==> src/rtl/tub_scan_ctrl_pkg.sv <==
`default_nettype none
// ============================================================================
// Module   : tub_scan_ctrl_pkg
// Brief    : Shared constants and helpers for the seven-segment scan driver.
// Revision : 1.0 - initial release
// ============================================================================
package tub_scan_ctrl_pkg;

    localparam int SEG_W      = 8;
    localparam int DUTY_W     = 4;
    localparam int DUTY_STEPS = 16;

    // Logical (pre-polarity) pattern for a dark digit.
    localparam logic [SEG_W-1:0] SEG_BLANK = '0;

    // Width of a digit index; never narrower than one bit.
    function automatic int idx_width(input int n);
        return (n > 1) ? $clog2(n) : 1;
    endfunction

endpackage
`default_nettype wire

==> src/rtl/tub_scan_ctrl_if.sv <==
`default_nettype none
// ============================================================================
// Module   : tub_scan_ctrl_if
// Brief    : Host-side load/brightness bus between the display register block
//            and the scan driver.
// Revision : 1.0 - initial release
// ============================================================================
interface tub_scan_ctrl_if
    import tub_scan_ctrl_pkg::*;
#(
    parameter int NUM_DIGITS = 8
);
    logic [NUM_DIGITS*SEG_W-1:0] seg_data;
    logic [NUM_DIGITS-1:0]       blank_mask;
    logic [NUM_DIGITS-1:0]       blink_mask;
    logic                        load;
    logic [DUTY_W-1:0]           duty;
    logic                        load_ack;
    logic                        frame_start;

    // Register block side.
    modport master (
        output seg_data, blank_mask, blink_mask, load, duty,
        input  load_ack, frame_start
    );

    // Scan driver side.
    modport slave (
        input  seg_data, blank_mask, blink_mask, load, duty,
        output load_ack, frame_start
    );
endinterface
`default_nettype wire

==> src/rtl/tub_prescaler.sv <==
`default_nettype none
// ============================================================================
// Module   : tub_prescaler
// Brief    : Enabled modulo-DIV counter; tick marks the enabled last count.
// Revision : 1.0 - initial release
// ============================================================================
module tub_prescaler #(
    parameter int DIV   = 16,
    parameter int CNT_W = (DIV > 1) ? $clog2(DIV) : 1
) (
    input  wire logic             clk,
    input  wire logic             rst_n,
    input  wire logic             en,
    output logic [CNT_W-1:0]      count,
    output logic                  tick
);
    localparam logic [CNT_W-1:0] c_last = CNT_W'(DIV - 1);

    logic [CNT_W-1:0] r_count;

    assign tick  = en && (r_count == c_last);
    assign count = r_count;

    // Count enabled cycles, returning to zero after the last value.
    always_ff @(posedge clk or negedge rst_n) begin
        if (!rst_n) begin
            r_count <= '0;
        end else if (en) begin
            if (tick) r_count <= '0;
            else      r_count <= r_count + CNT_W'(1);
        end
    end
endmodule
`default_nettype wire

==> src/rtl/tub_scan_ctrl.sv <==
`default_nettype none
// ============================================================================
// Module   : tub_scan_ctrl
// Brief    : Time-multiplexed seven-segment scan driver with frame-synchronous
//            double-buffered loads, blank/blink masks and PWM brightness.
// Revision : 1.0 - initial release
// ============================================================================
module tub_scan_ctrl
    import tub_scan_ctrl_pkg::*;
#(
    parameter int NUM_DIGITS = 8,
    parameter int SCAN_DIV   = 100000,
    parameter int BLINK_DIV  = 50,
    parameter int SEL_ACT_HI = 1,
    parameter int SEG_ACT_HI = 1
) (
    input  wire logic              clk,
    input  wire logic              rst_n,
    tub_scan_ctrl_if.slave         bus,
    output logic [NUM_DIGITS-1:0]  tub_sel,
    output logic [SEG_W-1:0]       tub_left,
    output logic [SEG_W-1:0]       tub_right
);
    localparam int IDX_W     = idx_width(NUM_DIGITS);
    localparam int SLOT_W    = (SCAN_DIV > 1) ? $clog2(SCAN_DIV) : 1;
    localparam int FRM_W     = (BLINK_DIV > 1) ? $clog2(BLINK_DIV) : 1;
    localparam int SLOT_STEP = SCAN_DIV / DUTY_STEPS;

    localparam logic [IDX_W-1:0]      c_last_idx = IDX_W'(NUM_DIGITS - 1);
    localparam logic [IDX_W-1:0]      c_half_idx = IDX_W'(NUM_DIGITS / 2);
    localparam logic [NUM_DIGITS-1:0] c_sel_inv  = {NUM_DIGITS{(SEL_ACT_HI == 0)}};
    localparam logic [SEG_W-1:0]      c_seg_inv  = {SEG_W{(SEG_ACT_HI == 0)}};

    // Scan position.
    logic [SLOT_W-1:0] w_slot_cnt;
    logic              w_slot_tick;
    logic [IDX_W-1:0]  r_idx;
    logic              w_boundary;

    // Blink timing.
    logic [FRM_W-1:0]  w_unused_frame_cnt;
    logic              w_frame_tick;
    logic              r_blink_phase;

    // Double-buffered display image.
    logic [NUM_DIGITS*SEG_W-1:0] r_stg_seg,   r_act_seg;
    logic [NUM_DIGITS-1:0]       r_stg_blank, r_act_blank;
    logic [NUM_DIGITS-1:0]       r_stg_blink, r_act_blink;
    logic                        r_pending;

    // Output stage.
    logic                  w_on;
    logic                  w_upper;
    logic [31:0]           w_thresh;
    logic [SEG_W-1:0]      w_seg;
    logic [NUM_DIGITS-1:0] w_onehot;
    logic [NUM_DIGITS-1:0] r_tub_sel;
    logic [SEG_W-1:0]      r_tub_left;
    logic [SEG_W-1:0]      r_tub_right;
    logic                  r_load_ack;
    logic                  r_frame_start;

    tub_prescaler #(
        .DIV   (SCAN_DIV),
        .CNT_W (SLOT_W)
    ) u_slot (
        .clk   (clk),
        .rst_n (rst_n),
        .en    (1'b1),
        .count (w_slot_cnt),
        .tick  (w_slot_tick)
    );

    assign w_boundary = w_slot_tick && (r_idx == c_last_idx);

    tub_prescaler #(
        .DIV   (BLINK_DIV),
        .CNT_W (FRM_W)
    ) u_frame (
        .clk   (clk),
        .rst_n (rst_n),
        .en    (w_boundary),
        .count (w_unused_frame_cnt),
        .tick  (w_frame_tick)
    );

    // Advance the digit index once per slot, wrapping after the last digit.
    always_ff @(posedge clk or negedge rst_n) begin
        if (!rst_n) begin
            r_idx <= '0;
        end else if (w_slot_tick) begin
            r_idx <= (r_idx == c_last_idx) ? '0 : r_idx + IDX_W'(1);
        end
    end

    // Flip the blink phase every BLINK_DIV frames.
    always_ff @(posedge clk or negedge rst_n) begin
        if (!rst_n) begin
            r_blink_phase <= 1'b0;
        end else if (w_frame_tick) begin
            r_blink_phase <= ~r_blink_phase;
        end
    end

    // Stage host loads and promote them only at a frame boundary, so a frame
    // never shows a mix of old and new data. A load coinciding with the
    // boundary lands in staging after the old staging has been promoted.
    always_ff @(posedge clk or negedge rst_n) begin
        if (!rst_n) begin
            r_stg_seg   <= '0;
            r_stg_blank <= '1;
            r_stg_blink <= '0;
            r_act_seg   <= '0;
            r_act_blank <= '1;
            r_act_blink <= '0;
            r_pending   <= 1'b0;
        end else begin
            if (w_boundary && r_pending) begin
                r_act_seg   <= r_stg_seg;
                r_act_blank <= r_stg_blank;
                r_act_blink <= r_stg_blink;
                r_pending   <= 1'b0;
            end
            if (bus.load) begin
                r_stg_seg   <= bus.seg_data;
                r_stg_blank <= bus.blank_mask;
                r_stg_blink <= bus.blink_mask;
                r_pending   <= 1'b1;
            end
        end
    end

    // Decide whether the current digit is lit in this cycle of its slot.
    always_comb begin
        w_thresh = (32'(bus.duty) + 32'd1) * 32'(SLOT_STEP);
        w_on     = !r_act_blank[r_idx]
                && !(r_act_blink[r_idx] && r_blink_phase)
                && (32'(w_slot_cnt) < w_thresh);
        w_upper  = (r_idx >= c_half_idx);
        w_seg    = r_act_seg[r_idx*SEG_W +: SEG_W];
        w_onehot = {{(NUM_DIGITS-1){1'b0}}, 1'b1} << r_idx;
    end

    // Register the pin image; polarity is folded in only at this stage.
    always_ff @(posedge clk or negedge rst_n) begin
        if (!rst_n) begin
            r_tub_sel     <= c_sel_inv;
            r_tub_left    <= c_seg_inv;
            r_tub_right   <= c_seg_inv;
            r_load_ack    <= 1'b0;
            r_frame_start <= 1'b0;
        end else begin
            r_tub_sel     <= (w_on ? w_onehot : '0) ^ c_sel_inv;
            r_tub_left    <= ((w_on && !w_upper) ? w_seg : SEG_BLANK) ^ c_seg_inv;
            r_tub_right   <= ((w_on &&  w_upper) ? w_seg : SEG_BLANK) ^ c_seg_inv;
            r_load_ack    <= w_boundary && r_pending;
            r_frame_start <= w_boundary;
        end
    end

    assign tub_sel         = r_tub_sel;
    assign tub_left        = r_tub_left;
    assign tub_right       = r_tub_right;
    assign bus.load_ack    = r_load_ack;
    assign bus.frame_start = r_frame_start;
endmodule
`default_nettype wire

==> src/flat_wrapper.sv <==
// flat-port wrapper written by rule: the top's interface ports become plain ports
module tub_scan_ctrl_flat import tub_scan_ctrl_pkg::*;
#(
    parameter int NUM_DIGITS = 8,
    parameter int SCAN_DIV   = 100000,
    parameter int BLINK_DIV  = 50,
    parameter int SEL_ACT_HI = 1,
    parameter int SEG_ACT_HI = 1
)
  (clk, rst_n, tub_sel, tub_left, tub_right, bus_seg_data, bus_blank_mask, bus_blink_mask, bus_load, bus_duty, bus_load_ack, bus_frame_start);
  tub_scan_ctrl_if #(.NUM_DIGITS(NUM_DIGITS)) bus_i ();
  input  wire logic clk;
  input  wire logic rst_n;
  output logic [NUM_DIGITS-1:0] tub_sel;
  output logic [SEG_W-1:0] tub_left;
  output logic [SEG_W-1:0] tub_right;
  input wire logic [$bits(bus_i.seg_data)-1:0] bus_seg_data;
  input wire logic [$bits(bus_i.blank_mask)-1:0] bus_blank_mask;
  input wire logic [$bits(bus_i.blink_mask)-1:0] bus_blink_mask;
  input wire logic [$bits(bus_i.load)-1:0] bus_load;
  input wire logic [$bits(bus_i.duty)-1:0] bus_duty;
  output wire logic [$bits(bus_i.load_ack)-1:0] bus_load_ack;
  output wire logic [$bits(bus_i.frame_start)-1:0] bus_frame_start;
  assign bus_i.seg_data = bus_seg_data;
  assign bus_i.blank_mask = bus_blank_mask;
  assign bus_i.blink_mask = bus_blink_mask;
  assign bus_i.load = bus_load;
  assign bus_i.duty = bus_duty;
  assign bus_load_ack = bus_i.load_ack;
  assign bus_frame_start = bus_i.frame_start;
  tub_scan_ctrl #(.NUM_DIGITS(NUM_DIGITS), .SCAN_DIV(SCAN_DIV), .BLINK_DIV(BLINK_DIV), .SEL_ACT_HI(SEL_ACT_HI), .SEG_ACT_HI(SEG_ACT_HI)) u_core (.clk(clk), .rst_n(rst_n), .bus(bus_i), .tub_sel(tub_sel), .tub_left(tub_left), .tub_right(tub_right));
endmodule
==> config.mk <==
export PLATFORM = sky130hd
export DESIGN_NAME = tub_scan_ctrl_flat
export DESIGN_NICKNAME = d
export VERILOG_FILES = /design/src/rtl/tub_scan_ctrl_pkg.sv /design/src/rtl/tub_scan_ctrl_if.sv /design/src/rtl/tub_prescaler.sv /design/src/rtl/tub_scan_ctrl.sv /design/src/flat_wrapper.sv
export SDC_FILE = /design/constraint.sdc
export NUM_CORES = 1
export LEC_CHECK = 0
export CORE_UTILIZATION = 50
export DETAILED_ROUTE_END_ITERATION = 10
export DONT_BUFFER_PORTS = 1
export PLACE_DENSITY_LB_ADDON = 0.05
export SYNTH_ARGS = -nofsm -noshare
export SYNTH_HDL_FRONTEND = slang
export SYNTH_SLANG_ARGS = --single-unit
==> constraint.sdc <==
create_clock -name clk -period 2.9 [get_ports clk]
set_input_delay 0.58 -clock clk [delete_from_list [all_inputs] [get_ports clk]]
set_output_delay 0.58 -clock clk [all_outputs]
set_load 0.02 [all_outputs]
==> summary.md <==
| Metric | Value |
|---|---|
| Status | `finished, violations left` |
| Failing checks | `DRC, hold timing, setup timing` |
| Hold Worst Slack | `-0.235 ns` |
| Synth top area cells | `dfrtp_1 (48%), mux2_4 (12%), mux2_2 (9.0%)` |
| P&R area growth vs syn | `16.1%` |
| First-pass GRT wire length | `34.2 mm` |
| Ys Warns | `0` |
| Register Area | `between 0.005 and 0.006 mm2` |
| Rel. slew slack | `59.0%` |
| GP Congestion | `roughly 0.90` |
| Synth Net Count | `864` |
| Via count | `5760` |
| Overflow after GRT | `0` |
| Largest net degree at the start of global routing | `215` |
| Worst Tran Pin Value | `roughly 0.61 ns` |
| Hold Path Class | `in2async` |
| Final setup violation count | `24` |
| R2r endpoint | `u_core.r_act_seg[53]` |
| Filler Cell Count | `1656` |
| Max-cap violation count | `0` |
| Final Skew | `0.0208 ns` |
| DRT antenna net count | `0` |
| DP Cell Count | `1009` |
| Post-synth cell types | `52` |
| Final WS setup | `-0.936 ns` |
| Clk_lat worst skew | `0.52 ns` |
| Mapped Area | `0.0103 mm2` |
| Clk sinks | `214` |
| Final nets | `916` |
| Biggest area consumer among synthesized cells | `dfrtp_1` |
| R2r setup slk | `0.30 ns` |
| Max Fclk | `about 0.26 GHz` |
| Sequential cell area fraction in the yosys report | `52.2%` |
| Crit path capture type | `register` |
| Worst-case clock buffer depth | `3` |
| WS Path Type | `in2reg` |
| I/O pins | `between 100 and 150` |
| Synth Area per Inst | `14.3 um2` |
| CTS tree | `yes` |
| Max VDD drop | `485 uV` |
| Nature of the critical path startpoint | `primary input` |
| Std-Cell Rows | `52` |
| Yosys top cell area share | `48.1%` |
| Final core utilization | `around three fifths` |
| Initial Util | `approximately half` |
| Vias in the first global route | `6411` |
| RSZ-0062 raised after global routing | `yes` |
| Fin. max-slew vios | `0` |
| Initial antenna violation count | `5` |
| Htree depth | `1` |
| Top-count cell post-synth | `dfrtp_1` |
| I/O Buffers | `0` |
| Via-to-Cell Ratio | `5.44` |
| CP Capture Point | `u_core.tub_left[7]` |
| Multi-input logic area | `0.00492 mm2` |
| Drt total wl | `20.2 mm` |
| R2R Path Start | `u_core.u_slot.count[13]` |
| HPWL Detailed | `13.8 mm` |
| Final Hold Fails | `198` |
| Commonest cells in the netlist | `dfrtp_1 (198), mux2_2 (82), mux2_4 (79)` |
| Total CTS buffers | `24` |
| DRT iter0 DRCs | `246` |
| Core Area | `approximately 0.020 mm2` |
| Synth Register Bits | `214` |
| GRT Total Usage | `20.0%` |
| Number of flops mapped to enable cells by yosys | `0` |
| Post-Syn Instances | `721` |
| Fin crit period | `3.84 ns` |
| Required @ worst endpoint | `3.29 ns` |
| R2R depth | `5` |
| DR pass1 iterations | `7` |
| # DRC | `2` |
| Chip Height | `between 100 and 150 um` |
| CTS Root Cell | `clkbuf_16` |
| Worst Path Max Fanout | `8` |
| Routed len/inst | `19.1 um` |
| Arrival @ worst endpoint | `4.23 ns` |
| Prevailing post-synth register cell | `dfrtp_1` |
| Final Cycle Share | `132%` |
| Die width | `roughly 150 um` |
| P_leak | `between 5 and 6 nW` |
| Die area | `roughly 0.021 mm2` |
| Fraction of registers with async set/reset | `100%` |
| Worst-path clk slew | `around 0.060 ns` |
| Final cell count without fillers | `about 1.1k` |
| Share of cells above drive strength 1 | `42.3%` |
| Power per cell area | `573 mW/mm2` |
| Setup crit start | `bus_duty[0]` |
[layout by cell type, fill, tap and decap left out, types with 3 or more instances in the layout]
cell type,instances
dfrtp_1,197
mux2_2,82
mux2_4,79
buf_4,50
ha_1,42
nand2_1,40
a21oi_1,29
clkbuf_16,24
inv_1,19
nor2_1,19
mux4_2,18
dfstp_2,16
xor2_1,14
xnor2_1,14
ha_4,13
o21ai_0,12
nand3_1,11
a21oi_2,9
clkbuf_1,8
a211oi_1,6
nand4_1,6
a21o_1,5
and2_1,4
and3_1,4
xnor2_2,3
nor2b_1,3
a211oi_2,3
nor3_1,3
o31ai_1,3
buf_12,3
[through the flow]
stage	hold WS [ns]	setup TNS, ns	worst slack (ns)	instance area (um2)	power [mW]
2_1_floorplan	0.284	-31.53	-1.35	10500	3.71
3_3_place_gp	0.296	-31.14	-1.31	11000	3.90
6_report	-0.235	-21.92	-0.936	12000	6.85
5_1_grt	-0.250	-25.26	-1.08	11900	7.16
4_1_cts	-0.263	-19.55	-0.835	11900	6.92
3_5_place_dp	0.296	-34.99	-1.52	11000	3.92
[power breakdown]
part	switching [mW]	total, mW	internal, mW	leakage, nW
Sequential	0.0655	3.17	3.11	2.74
Combinational	0.331	0.755	0.425	2.27
Clock	1.16	2.92	1.76	0.367
Total	1.56	6.85	5.29	5.38
[metal layers]
layer	wire length [um]	part of all wire, %	GRT usage, %	vias to the layer above
li1	-	-	-	2695
met2	9590	47	31.9	125
met1	9080	45	27.4	2899
met3	1160	5.7	5.27	35
met5	44	0.22	0	-
met4	372	1.8	5.00	6
[what timing repair did]
item / 4_1_cts / 5_1_grt
endpoints found under the setup margin: 24 / 24
endpoints found under the hold margin: 214 / 198
buffers inserted: 6 / 1
pin swaps: 20 / 9
cloned: 1 / 0
gates resized for setup: 16 / 8
[worst min path at each step]
stage	startpoint	slack (ns)	endpoint	cells after the start
6_report	rst_n	-0.23	u_core.r_act_seg[28]	0
5_1_grt	rst_n	-0.25	u_core.u_slot.count[2]	0
4_1_cts	rst_n	-0.26	u_core.r_act_seg[42]	0
3_5_place_dp	rst_n	0.30	u_core.tub_sel[2]	0
3_3_place_gp	rst_n	0.30	u_core.tub_sel[1]	0
2_1_floorplan	rst_n	0.28	u_core.bus.frame_start	0
[area by class of cell]
cell class	count	share of cell area, %
multi-input combinational	458	41.1
clock inverter	7	0.858
tap	270	2.83
inverter	19	0.597
timing repair buffer	56	4.06
clock buffer	34	5.51
sequential	214	45.0
antenna	1	0.0209
[logic make-up (layout without fill, tap and decap cells)]
group | Yosys count | in the layout | synth area share [%]
compound gates | 80 | 80 | 4.81
flops | 214 | 214 | 52.2
mux | 179 | 179 | 24.4
buf+inv | 49 | 116 | 3.25
simple gates | 111 | 111 | 5.69
fa+ha+maj | 56 | 56 | 6.88
xor+xnor | 32 | 32 | 2.72
other cells | 0 | 1 | 0
[registers in the layout, indices dropped and copies added, names as in the netlist]
| register | flops |
|---|---|
| u_core.r_act_blank | 8 |
| u_core.bus.load_ack | 1 |
| u_core.bus.frame_start | 1 |
| u_core.r_act_seg | 64 |
| u_core.r_pending | 1 |
| u_core.r_act_blink | 8 |
| u_core.tub_sel | 8 |
| u_core.u_slot.count | 17 |
| u_core.r_stg_seg | 64 |
| u_core.tub_left | 8 |
| u_core.u_frame.count | 6 |
| u_core.tub_right | 8 |
| u_core.r_idx | 3 |
| u_core.r_stg_blink | 8 |
| u_core.r_stg_blank | 8 |
| u_core.r_blink_phase | 1 |
[worst max-delay path: stages]
cell and delay, ns:
ha_4 0.16, xor2_4 0.30, ha_4 0.21, xnor2_2 0.09, ha_4 0.16, a21o_1 0.18, ha_4 0.22, ha_4 0.27
nand3_2 0.07, o211a_1 0.26, o21ai_2 0.16, a31oi_2 0.11, xor2_1 0.16, ha_1 0.34, nand3_2 0.11, nor2_4 0.13
o311ai_4 0.10, a32oi_2 0.24, buf_6 0.17, buf_12 0.14, a21oi_1 0.07
Note: power is estimated with default switching activity, not from simulation.
